### config.mk
export PLATFORM = sky130hd
export DESIGN_NAME = instr_fetch_unit_flat
export DESIGN_NICKNAME = d
export VERILOG_FILES = /design/src/rtl/fetch_pkg.sv /design/src/rtl/instr_fetch_unit_if.sv /design/src/rtl/fetch_queue.sv /design/src/rtl/instr_fetch_unit.sv /design/src/flat_wrapper.sv
export SDC_FILE = /design/constraint.sdc
export NUM_CORES = 1
export LEC_CHECK = 0
export ABC_AREA = 1
export CAP_MARGIN = 20
export CORE_MARGIN = 1.5
export CORE_UTILIZATION = 35
export CTS_CLUSTER_DIAMETER = 150
export DETAILED_ROUTE_END_ITERATION = 16
export PLACE_DENSITY_LB_ADDON = 0.05
export SLEW_MARGIN = 20
export SYNTH_ARGS = -nofsm -noshare
export SYNTH_HDL_FRONTEND = slang
export SYNTH_SLANG_ARGS = --single-unit
### constraint.sdc
create_clock -name clk -period 14.4 [get_ports clk]
set_input_delay 3.6 -clock clk [delete_from_list [all_inputs] [get_ports clk]]
set_output_delay 3.6 -clock clk [all_outputs]
set_load 0.1 [all_outputs]
### src/rtl/fetch_pkg.sv
// Shared types and constants for the instruction fetch front end.
// The fetch queue stores one PC/instruction pair per entry.
package fetch_pkg;

  localparam int          XLEN      = 32;
  localparam logic [31:0] RESET_PC  = 32'h0000_0000;
  localparam logic [31:0] INSTR_NOP = 32'h0000_0013;

  typedef struct packed {
    logic [XLEN-1:0] pc;
    logic [XLEN-1:0] instr;
  } fetch_entry_t;

endpackage

### src/rtl/instr_fetch_unit_if.sv
// Instruction-memory read port plus the decode-facing valid/ready handshake.
// The fetch unit uses the master side; memory and decode use the slave side.
interface instr_fetch_unit_if #(
  parameter int XLEN       = 32,
  parameter int IMEM_DEPTH = 32
);
  localparam int AW = $clog2(IMEM_DEPTH);

  logic [AW-1:0]   imem_addr;
  logic [XLEN-1:0] imem_rdata;
  logic            instr_valid;
  logic            instr_ready;
  logic [XLEN-1:0] instr;
  logic [XLEN-1:0] instr_pc;

  modport master (
    output imem_addr, instr_valid, instr, instr_pc,
    input  imem_rdata, instr_ready
  );

  modport slave (
    input  imem_addr, instr_valid, instr, instr_pc,
    output imem_rdata, instr_ready
  );
endinterface

### src/rtl/fetch_queue.sv
// Synchronous FIFO of fetched PC/instruction pairs.
// Flush beats push and pop; a full queue still accepts a push when popped.
module fetch_queue
  import fetch_pkg::*;
#(
  parameter int QDEPTH = 4
) (
  input  logic                   clk,
  input  logic                   rst,
  input  logic                   push,
  input  logic                   pop,
  input  logic                   flush,
  input  fetch_entry_t           wr_entry,
  output fetch_entry_t           rd_entry,
  output logic                   full,
  output logic                   empty,
  output logic [$clog2(QDEPTH):0] count
);

  localparam int PW = $clog2(QDEPTH);
  localparam int CW = PW + 1;

  fetch_entry_t  mem [QDEPTH];
  logic [PW-1:0] wr_ptr;
  logic [PW-1:0] rd_ptr;
  logic          do_push;
  logic          do_pop;

  assign full     = (count == CW'(QDEPTH));
  assign empty    = (count == '0);
  assign do_pop   = pop & ~empty;
  assign do_push  = push & (~full | do_pop);
  assign rd_entry = mem[rd_ptr];

  // Storage is cleared on reset so the head reads as zero until the first push.
  always_ff @(posedge clk) begin
    if (rst) begin
      wr_ptr <= '0;
      rd_ptr <= '0;
      count  <= '0;
      for (int i = 0; i < QDEPTH; i++) mem[i] <= '0;
    end else if (flush) begin
      wr_ptr <= '0;
      rd_ptr <= '0;
      count  <= '0;
    end else begin
      if (do_push) begin
        mem[wr_ptr] <= wr_entry;
        wr_ptr      <= wr_ptr + PW'(1);
      end
      if (do_pop) rd_ptr <= rd_ptr + PW'(1);
      if (do_push && !do_pop)      count <= count + CW'(1);
      else if (!do_push && do_pop) count <= count - CW'(1);
    end
  end

endmodule

### src/rtl/instr_fetch_unit.sv
// Fetch stage: PC register, branch redirect and stall handling, and the
// instruction-memory address slice feeding a small decoupling queue.
module instr_fetch_unit
  import fetch_pkg::*;
#(
  parameter int              XLEN       = fetch_pkg::XLEN,
  parameter int              IMEM_DEPTH = 32,
  parameter int              QDEPTH     = 4,
  parameter logic [XLEN-1:0] RESET_PC   = fetch_pkg::RESET_PC
) (
  input  logic                    clk,
  input  logic                    rst,
  input  logic                    pcsrc,
  input  logic [XLEN-1:0]         branch_target,
  input  logic                    stall,
  instr_fetch_unit_if.master      bus,
  output logic [$clog2(QDEPTH):0] q_count
);

  localparam int AW = $clog2(IMEM_DEPTH);

  logic [XLEN-1:0] pc;
  logic            q_full;
  logic            q_empty;
  logic            pop;
  logic            fetch_en;
  fetch_entry_t    wr_entry;
  fetch_entry_t    rd_entry;

  assign bus.imem_addr   = pc[AW+1:2];
  // A pending redirect hides the head so nothing stale reaches decode.
  assign bus.instr_valid = ~q_empty & ~pcsrc;
  assign bus.instr       = rd_entry.instr;
  assign bus.instr_pc    = rd_entry.pc;

  assign pop      = bus.instr_valid & bus.instr_ready;
  assign fetch_en = ~rst & ~stall & ~pcsrc & (~q_full | pop);
  assign wr_entry = '{pc: pc, instr: bus.imem_rdata};

  always_ff @(posedge clk) begin
    if (rst)           pc <= RESET_PC;
    else if (pcsrc)    pc <= branch_target & ~XLEN'(3);
    else if (fetch_en) pc <= pc + XLEN'(4);
  end

  fetch_queue #(
    .QDEPTH (QDEPTH)
  ) u_queue (
    .clk      (clk),
    .rst      (rst),
    .push     (fetch_en),
    .pop      (pop),
    .flush    (pcsrc),
    .wr_entry (wr_entry),
    .rd_entry (rd_entry),
    .full     (q_full),
    .empty    (q_empty),
    .count    (q_count)
  );

endmodule

### src/flat_wrapper.sv
// flat-port wrapper written by rule: the top's interface ports become plain ports
module instr_fetch_unit_flat import fetch_pkg::*;
#(
  parameter int              XLEN       = fetch_pkg::XLEN,
  parameter int              IMEM_DEPTH = 32,
  parameter int              QDEPTH     = 4,
  parameter logic [XLEN-1:0] RESET_PC   = fetch_pkg::RESET_PC
)
  (clk, rst, pcsrc, branch_target, stall, q_count, bus_imem_addr, bus_instr_valid, bus_instr, bus_instr_pc, bus_imem_rdata, bus_instr_ready);
  instr_fetch_unit_if #(.XLEN(XLEN), .IMEM_DEPTH(IMEM_DEPTH)) bus_i ();
  input  logic clk;
  input  logic rst;
  input  logic pcsrc;
  input  logic [XLEN-1:0] branch_target;
  input  logic stall;
  output logic [$clog2(QDEPTH):0] q_count;
  output wire logic [$bits(bus_i.imem_addr)-1:0] bus_imem_addr;
  output wire logic [$bits(bus_i.instr_valid)-1:0] bus_instr_valid;
  output wire logic [$bits(bus_i.instr)-1:0] bus_instr;
  output wire logic [$bits(bus_i.instr_pc)-1:0] bus_instr_pc;
  input wire logic [$bits(bus_i.imem_rdata)-1:0] bus_imem_rdata;
  input wire logic [$bits(bus_i.instr_ready)-1:0] bus_instr_ready;
  assign bus_imem_addr = bus_i.imem_addr;
  assign bus_instr_valid = bus_i.instr_valid;
  assign bus_instr = bus_i.instr;
  assign bus_instr_pc = bus_i.instr_pc;
  assign bus_i.imem_rdata = bus_imem_rdata;
  assign bus_i.instr_ready = bus_instr_ready;
  instr_fetch_unit #(.XLEN(XLEN), .IMEM_DEPTH(IMEM_DEPTH), .QDEPTH(QDEPTH), .RESET_PC(RESET_PC)) u_core (.clk(clk), .rst(rst), .pcsrc(pcsrc), .branch_target(branch_target), .stall(stall), .bus(bus_i), .q_count(q_count));
endmodule
==> impl_metrics.json <==
{
  "irDropWorstVdd_uv": 57.85,
  "critPathKind": "primary input to output port",
  "tightest_slew_ps": 1112,
  "setup_viol": 0,
  "fillCellCount": 3697,
  "fin_nets": 1555,
  "ys_seq_area_share_pct": 63.21,
  "min_from": "u_core.u_queue.count[2]",
  "htreeDepth": 2,
  "numPortBuffers": 137,
  "core_area_mm2": 0.03661,
  "crit_chain": "clkdlybuf4s50_1 > buf_4 > a21oi_1 > clkdlybuf4s50_1",
  "hpwl_mm": 19.25,
  "status": "finished, final reports clean",
  "r2r_slack_ps": 11210,
  "n_antenna_cell": 0,
  "area_growth_syn_to_layout_pct": 21.55,
  "period_share_pct": 63.87,
  "ctsHoldBuffers": 0,
  "vias_per_cell": 4.950,
  "busiest_layer": "met2",
  "synthTopCellsByArea": "edfxtp_1, nor2_1, dfxtp_1, o21ai_0, nand2_1",
  "cts_setup_buffers": 0,
  "vias": 9781,
  "first_global_vias": 9657,
  "crit_slowest_cell": "clkdlybuf4s50_1",
  "yosys_warnings": 0,
  "syn_inst": 1384,
  "maxSlewViolCount": 0,
  "cts.sinks": 287,
  "setup_tns_ps": 0,
  "met3_usage_pct": 2.561,
  "drive_above_1_share_pct": 5.239,
  "cts_root_buffer": "clkbuf_16",
  "num_rows": 70,
  "synth_cell_type_count": 30,
  "synth_area_per_cell_um2": 9.405,
  "drt-initial-drc-count": 541,
  "finClkSkew_ps": 8.626,
  "post_cts_resized": 0,
  "r2r-end": "u_core.u_queue.mem[3][26]",
  "hp-class": "flop to flop",
  "grt_max_degree": 75,
  "maxCapViolations": 0,
  "r2r-start": "u_core.u_queue.count[0]",
  "synth_top_area_share_pct": 57.21,
  "use_met1_pct": 25.39,
  "ant_nets": 0,
  "synth_area_mm2": 0.01302,
  "cp_top_family": "buffers and inverters",
  "max-slew-margin-rel_pct": 25.65,
  "post_drt_wl_per_cell_um": 18.29,
  "grtUsageTotal_pct": 18.75,
  "wirelength_mm": 36.15,
  "grt_pass1_wl_mm": 55.29,
  "drt_pre_antenna_iters": 5,
  "required_ps": 10800,
  "grt-ovfl-total": 0,
  "slowest_delay_ps": 1160,
  "final_cell_mix": "nor2_1, edfxtp_1, nand2_1",
  "netlist.top_cell.by_area": "edfxtp_1",
  "cp_num_buf_inv": 3,
  "die_y_um": 195.8,
  "clk_latency_ps": 510,
  "critPathCaptureType": "output port",
  "min_to": "u_core.u_queue.count[2]",
  "die_width_um": 195.8,
  "crit_top_cell": "clkdlybuf4s50_1",
  "rsz0062_at_grt": "no",
  "start_util_pct": 35.55,
  "hold_violations": 0,
  "cts_tree": "built",
  "ioPinCount": 142,
  "leakage_nw": 5.976,
  "final_util_pct": 43.22,
  "ys_ff_latch": 287,
  "critPathLaunchType": "primary input",
  "grt_use_met2_pct": 31.71,
  "die_area_mm2": 0.03836,
  "crit_fanout": 33,
  "cts_max_path_buffers": 3,
  "cts_buffers": 34,
  "clkTransAtPathRegs_ps": 50,
  "period_needed_ps": 9198,
  "p_per_area_mw_per_mm2": 130.0,
  "max_freq_mhz": 108.7,
  "arrival_ps": 5600,
  "hold_depth": 1,
  "antenna_found_initial": 0,
  "gp_congestion": 0.8255,
  "layout_commonest_cell": "nor2_1",
  "r2r_cells": 7,
  "route.detailed.drc": 0
}
[kinds of logic (layout without fill, tap and decap cells)]
| family | Yosys count | count (layout) | share of synthesized area [%] |
|---|---|---|---|
| adders and majority gates | 3 | 3 | 0.3460 |
| other | 1 | 2 | 0.02881 |
| AOI/OAI and AO/OA | 237 | 237 | 9.834 |
| xor gates and xnor gates | 6 | 6 | 0.4037 |
| buffers and inverters | 194 | 317 | 6.229 |
| DFF | 287 | 287 | 63.21 |
| and+or+nand+nor | 656 | 656 | 19.95 |
[final cells by class]
type                    count  area (µm²)  share of cell area [%]
flip-flops and latches    287        8233                   52.04
multi-input cells         904        4031                   25.48
repair buffers            148        1454                   9.189
clock buffers              45       955.9                   6.042
well taps                 468       585.6                   3.701
inverters                 108       411.6                   2.602
clock inverters            16       150.1                  0.9490
[routing by layer]
metal	share of wire (%)	vias up
li1	-	4820
met1	46	4746
met2	48	180
met3	3.9	35
met4	1.5	0
met5	0	-
[power breakdown]
group          switching, mW  internal [mW]  leakage (nW)
clock                  0.338          0.520         0.541
combinational          0.185         0.0583          2.56
sequential            0.0153          0.940          2.88
[flip-flops by register name, indices dropped and copies added (netlist names), named ones only]
name,flops
u_core.u_queue.rd_ptr,2
u_core.u_queue.mem,248
u_core.pc,30
u_core.u_queue.wr_ptr,2
u_core.u_queue.count,3
[worst max path at each step]
stage / depth (start not counted) / slack, ps / startpoint / end
final: 4 / 5200 / pcsrc / bus_instr_valid
after global routing: 4 / 5080 / pcsrc / bus_instr_valid
after CTS: 4 / 5180 / pcsrc / bus_instr_valid
after detailed placement: 4 / 5180 / pcsrc / bus_instr_valid
after global placement: 4 / 5200 / pcsrc / bus_instr_valid
after floorplan: 9 / 5030 / pcsrc / u_core.u_queue.mem[3][0]
[synthesized netlist by cell type]
cell type  instances
nor2_1           419
edfxtp_1         248
nand2_1          166
o21ai_0          135
inv_1            105
o22ai_1           62
nand3_1           61
clkbuf_1          47
dfxtp_1           39
a21oi_1           33
buf_2             29
buf_4              9
xor2_1             5
nor2_2             4
nand2_4            3
o21a_1             3
ha_1               2
inv_2              2
a211oi_1           1
a21boi_0           1
a31oi_1            1
buf_6              1
clkinv_4           1
conb_1             1
fa_1               1
nand3_2            1
nand4_1            1
nor2_8             1
o211ai_1           1
xnor2_1            1
[stage by stage]
step                setup WS [ps]  hold slack [ps]  power (mW)  instances  cell area (µm²)
floorplan                    5026            456.5       1.141       1385            13020
global placement             5199            476.0       1.218       1915            14710
detailed placement           5179            478.0       1.219       1915            14710
CTS                          5181            493.1       2.077       1976            15810
global route                 5085            535.0       2.122       1976            15820
finish                       5202            493.2       2.057       1976            15820
No activity file was read; power rests on OpenSTA's default activity.
